===== config.mk =====
export PLATFORM = sky130hd
export DESIGN_NAME = up_down_mod_counter
export DESIGN_NICKNAME = d
export VERILOG_FILES = /design/src/rtl/up_down_mod_counter.sv
export SDC_FILE = /design/constraint.sdc
export NUM_CORES = 1
export LEC_CHECK = 0
export ABC_AREA = 1
export CORE_ASPECT_RATIO = 0.9
export CORE_MARGIN = 4
export CORE_UTILIZATION = 33
export CTS_CLUSTER_SIZE = 14
export DETAILED_ROUTE_END_ITERATION = 16
export SYNTH_ARGS = -nofsm -noshare
export SYNTH_HDL_FRONTEND = slang
export SYNTH_SLANG_ARGS = --single-unit

===== constraint.sdc =====
create_clock -name clk -period 2.5 [get_ports clk]
set_input_delay 0.5 -clock clk [delete_from_list [all_inputs] [get_ports clk]]
set_output_delay 0.5 -clock clk [all_outputs]
set_load 0.05 [all_outputs]

===== src/rtl/up_down_mod_counter.sv =====
// ---------------------------------------------------------------------------
// up_down_mod_counter
//   Up/down counter over the inclusive range 0..limit_i with selectable
//   wrap (modulo) or saturate behaviour at the range boundaries.
//
// Parameters
//   BUS_WIDTH : counter width in bits (2..32)
//
// Ports
//   clk      in   clock, all state updates on the rising edge
//   rst_n_i  in   asynchronous active-low reset
//   clr_i    in   synchronous clear (highest priority)
//   load_i   in   synchronous load of min(data_i, limit_i)
//   data_i   in   parallel load value
//   e_i      in   count enable
//   d_i      in   direction: 0 = up, 1 = down
//   sat_i    in   boundary mode: 0 = wrap, 1 = saturate
//   limit_i  in   inclusive maximum count
//   data_o   out  registered count value
//   cout     out  registered one-cycle boundary pulse
//   ovf_o    out  registered sticky boundary flag
//   zero_o   out  combinational (data_o == 0)
// ---------------------------------------------------------------------------
module up_down_mod_counter #(
    parameter int BUS_WIDTH = 8
) (
    input  logic                 clk,
    input  logic                 rst_n_i,
    input  logic                 clr_i,
    input  logic                 load_i,
    input  logic [BUS_WIDTH-1:0] data_i,
    input  logic                 e_i,
    input  logic                 d_i,
    input  logic                 sat_i,
    input  logic [BUS_WIDTH-1:0] limit_i,
    output logic [BUS_WIDTH-1:0] data_o,
    output logic                 cout,
    output logic                 ovf_o,
    output logic                 zero_o
);

    localparam logic [BUS_WIDTH-1:0] ZERO_C = {BUS_WIDTH{1'b0}};
    localparam logic [BUS_WIDTH-1:0] ONE_C  = {{(BUS_WIDTH-1){1'b0}}, 1'b1};

    logic [BUS_WIDTH-1:0] count_r;
    logic                 cout_r;
    logic                 ovf_r;

    logic [BUS_WIDTH-1:0] count_nxt_s;
    logic                 cout_nxt_s;
    logic                 ovf_nxt_s;

    // Next-state selection: clear, then load, then count, then hold.
    always_comb begin
        count_nxt_s = count_r;
        cout_nxt_s  = 1'b0;
        ovf_nxt_s   = ovf_r;
        if (clr_i) begin
            count_nxt_s = ZERO_C;
            ovf_nxt_s   = 1'b0;
        end else if (load_i) begin
            // Clamp the load value into the legal range.
            count_nxt_s = (data_i > limit_i) ? limit_i : data_i;
            ovf_nxt_s   = 1'b0;
        end else if (e_i) begin
            if (!d_i) begin
                // ">=" so a count left above a lowered limit is a boundary.
                if (count_r >= limit_i) begin
                    count_nxt_s = sat_i ? limit_i : ZERO_C;
                    cout_nxt_s  = 1'b1;
                    ovf_nxt_s   = 1'b1;
                end else begin
                    count_nxt_s = count_r + ONE_C;
                end
            end else begin
                if (count_r == ZERO_C) begin
                    count_nxt_s = sat_i ? ZERO_C : limit_i;
                    cout_nxt_s  = 1'b1;
                    ovf_nxt_s   = 1'b1;
                end else begin
                    count_nxt_s = count_r - ONE_C;
                end
            end
        end else begin
            count_nxt_s = count_r;
        end
    end

    // State register with asynchronous reset.
    always_ff @(posedge clk or negedge rst_n_i) begin
        if (!rst_n_i) begin
            count_r <= ZERO_C;
            cout_r  <= 1'b0;
            ovf_r   <= 1'b0;
        end else begin
            count_r <= count_nxt_s;
            cout_r  <= cout_nxt_s;
            ovf_r   <= ovf_nxt_s;
        end
    end

    assign data_o = count_r;
    assign cout   = cout_r;
    assign ovf_o  = ovf_r;
    assign zero_o = (count_r == ZERO_C);

endmodule


Word-level counts from Yosys, hierarchy flattened
Cells that the tools add are included.

cells by class
  add/subtract/negate cells = 2
  magnitude comparators = 2
  eq/ne operators = 1
  multiplexer cells = 21
  reduce and logical (&&, ||, !) cells = 4

operators by type and width
  operator                                                             count
  8-bit two-way mux                                                    9
  1-bit two-way mux                                                    12
  8-bit by 1-bit adder with 8-bit output (second input constant)       1
  8-bit greater-or-equal comparator                                    1
  8-bit greater-than comparator                                        1
  8-bit zero test                                                      1
  8-bit by 1-bit subtractor with 8-bit output (second input constant)  1
  4-bit by 3-bit != test with 1-bit output (second input constant)     1
  4-bit nonzero test                                                   1
  3-bit AND reduction                                                  1
  3-bit nonzero test                                                   1

word-level totals
  bits in registers = 10
  input bits = 23
  logic and storage cells = 33

Longest topological paths before layout
  depth in word-level cells = 6
  depth in mapped cells = 16

Worst setup path before layout
No wires, ideal clock.

  kind = register to register
  start = register count_r[0], in the netlist data_o[0]
  end = register count_r[0], in the netlist data_o[0]
  library setup time = 0.118 ns
  arrival = 2.033 ns
  slack = 0.349 ns
  cell stages (with the launch flop) = 15
  path buffers = 0
  clock period less this slack = 2.151 ns
  cells stage by stage = dfrtp_1 > inv_1 > ha_1 > nand2_1 > nand3_1 > nand2_1 > nand2_1 > nand2_1 > nand2_2 > nand2_1 > nand3_1 > nand2_1 > nand2_1 > nand2_1 > nand2_1

on the way
  longest elaborated chain between the ends = 6
  elaborated cells between the ends (all ways) = 10

ends and longest elaborated chain
  element                                                         RTL line  source
  start: declaration                                              45        logic [BUS_WIDTH-1:0] count_r;
  start signal: assignment                                        96        count_r <= count_nxt_s;
  8-bit by 1-bit adder with 8-bit output (tied with other cells)  73        count_nxt_s = count_r + ONE_C;
  8-bit two-way mux (on tied branches)                            68, 76
  8-bit two-way mux *                                             66        if (!d_i) begin
  8-bit two-way mux *                                             65        end else if (e_i) begin
  8-bit two-way mux *                                             61        end else if (load_i) begin
  8-bit two-way mux *                                             58        if (clr_i) begin

Every way passes the cells marked *; elsewhere a longest branch is shown, timed or not. The select of a mux whose other input is x is not followed.
A chain may end at the register's enable or synchronous reset.

Worst setup path after layout
  start = register count_r[0], in the netlist data_o[0]
  end = output zero_o

on the way
  longest elaborated chain between the ends = 1

ends and longest elaborated chain
  element           RTL line  source
  8-bit zero test   105       assign zero_o = (count_r == ZERO_C);
  end: declaration  39        output logic zero_o

Every way passes these cells.

==> impl_metrics.yaml <==
pwr:
  p_leak_uw: 0.00123
  powerDensity_nw_per_um2: 462
  p_int_uw: 552
  clockPowerShare: 0.155
  p_sw_frac: 0.481
  irDropWorstVdd_uv: 234
  p_switching_uw: 511
  p_comb_frac: 0.636
  seqPwrFrac: 0.209
  p_total_uw: 1060
global_route:
  grt_pass1_wl_mm: 8.47
  overflow: 0
  antenna_found_initial: 0
  grt_pass1_vias: 1843
  track_usage: 0.158
  grt_max_degree: 14
final_layout:
  syn_to_final_growth_pct: 31.4
  layout-drive-gt1-share: 0.148
  final_common_cell: "nand2_1"
  antenna_cells: 0
  final_util: 0.462
  final-seq-area_sq_um: 250
  final_nets: 375
  multiInputGateArea_sq_um: 1280
  most-common-layout-cells: "nand2_1 (93), nand3_1 (47), inv_1 (34), clkdlybuf4s50_1 (32), buf_4 (20)"
  fillers: 547
floorplanning:
  die_h_um: 77.1
  fp.dieArea_sq_um: 6540
  coreArea_sq_um: 4980
  io_pins: 34
  die_w_um: 84.8
  num_rows: 24
  initial_core_util: 0.351
synth:
  syn_nets: 326
  synth_warnings: 0
  netlist_instances: 284
  syn-cell-area_sq_um: 1750
  ys_ff_latch: 10
  ys_types: 31
  avgSynthCellArea_sq_um: 6.17
  ys_seq_area_frac: 0.143
worst_setup_path:
  end_kind: "primary output"
  worstPathMaxFanout: 7
  critPathRequiredTime_ns: 2.00
  crit-reg2reg-launch: "data_o[0]"
  start_kind: "flop"
  crit_type: "flop to primary output"
  rr_worst_depth: 14
  r2r_end: "data_o[1]"
  crit_path_end: "zero_o"
  r2r_setup_slack_ns: 0.53
  timing.critical_path.arrival_ns: 1.79
  crit_path_start: "data_o[0]"
job:
  maxCapViolations: 0
routing:
  wl_mm: 5.13
  firstDrtPassIters: 4
  drc_errors: 0
  detail_route.wl_per_cell_um: 12.9
  via_count: 1930
  drtAntennaViolNets: 0
  vias_per_cell: 4.87
  drt_iter0_markers: 85
status:
  status: "complete, no violations"
clock_tree:
  cts_sinks: 10
  clock_latency_ns: 0.23
  cts_tree: "done"
  htree_levels: 1
  post_cts_resized: 0
  post_cts_buffers: 0
  clkSlewWorstSetupHoldPaths_ns: 0.05
  holdBufCountCts: 0
  cts_root_buf: "clkbuf_8"
  cts_max_path_buffers: 2
  numCtsBuffers: 3
placed_design:
  numPortBuffers: 33
  gp_congestion: 0.946
  place_hpwl_mm: 4.26
timing:
  finClkSkew_ns: 0.00146
  drv_slew: 0
  setup_tns_ns: 0
  finalHoldViolCount: 0
  setup_viol: 0
  finalCriticalPeriod_ns: 2.29
  rsz0062_at_grt: "no"
  timing.final.crit_share: 0.916
  max_freq_mhz: 437
  maxSlewHeadroom: 0.595
  worstMarginPinSlew_ns: 0.605
worst_hold_path:
  hold_class: "flop to flop"
worst min-delay path by stage:
stage                    from   endpoint  slack (ns)  cells after the start
floorplan             rst_n_i       cout        0.20                      0
global placement        ovf_o      ovf_o        0.48                      2
detailed placement      ovf_o      ovf_o        0.48                      2
CTS                     ovf_o      ovf_o        0.50                      2
global route        data_o[2]  data_o[2]        0.55                      2
finish                  ovf_o      ovf_o        0.50                      2
through the flow:
step	hold slack, ns	area [sq um]	setup WS [ns]	instances
final	0.496	2300	0.210	396
after floorplan	0.204	1750	0.349	284
after global placement	0.480	2260	0.0597	393
after detailed placement	0.483	2260	0.0603	393
after CTS	0.503	2300	0.193	396
after global routing	0.548	2300	0.104	396
cell type report:
cell class / instances / area share
inverters: 40 / 0.0674
well taps: 65 / 0.0353
clock buffers: 3 / 0.0179
multi-input cells: 225 / 0.558
repair buffers: 53 / 0.213
flip-flops and latches: 10 / 0.109
layer usage:
layer | track usage | up-vias | part of all wire
met2 | 0.255 | 56 | 0.44
met3 | 0.0279 | 4 | 0.050
li1 | - | 1012 | -
met5 | 0 | - | 0
met1 | 0.222 | 858 | 0.50
met4 | 0.0253 | 0 | 0.0074
power groups by stage:
| stage | clock network, uW | logic (uW) | registers [uW] |
|---|---|---|---|
| 2_1_floorplan | 0 | 411 | 275 |
| 3_3_place_gp | 0 | 669 | 225 |
| 3_5_place_dp | 0 | 672 | 225 |
| 4_1_cts | 170 | 676 | 223 |
| 5_1_grt | 181 | 747 | 226 |
| 6_report | 164 | 676 | 222 |
registers in the layout, indices dropped and copies added (netlist names):
register and count:
data_o 8, cout 1, ovf_o 1
synth_stat cells (all sizes together):
master	n	area, sq um
clkbuf	1	3.75
inv	40	155
nand4	7	43.8
xor2	3	26.3
nor3	1	10.0
nor2	24	150
o21a	1	7.51
nand2	99	410
o21ai	5	28.8
o211ai	2	15.0
a21o	1	7.51
o31ai	2	15.0
buf	8	58.8
a21oi	9	48.8
ha	19	238
nand3	50	265
xnor2	2	17.5
dfrtp	10	250
critical path, stage by stage, from the launching register on:
cell	delay [ns]
dfrtp_1	0.42
inv_1	0.23
ha_1	0.20
nand2_1	0.16
nor2_8	0.19
nand2_8	0.10
inv_6	0.12
buf_12	0.14
cell families after synthesis:
kind of cell,count (synthesis),share of synthesized area
AND/OR/NAND/NOR,181,0.502
flip-flops,10,0.143
AO/OA/AOI/OAI,20,0.0700
buffers and inverters,49,0.124
adder cells (fa/ha/maj),19,0.136
XOR/XNOR,5,0.0250
Note: power is estimated with default switching activity, not from simulation.
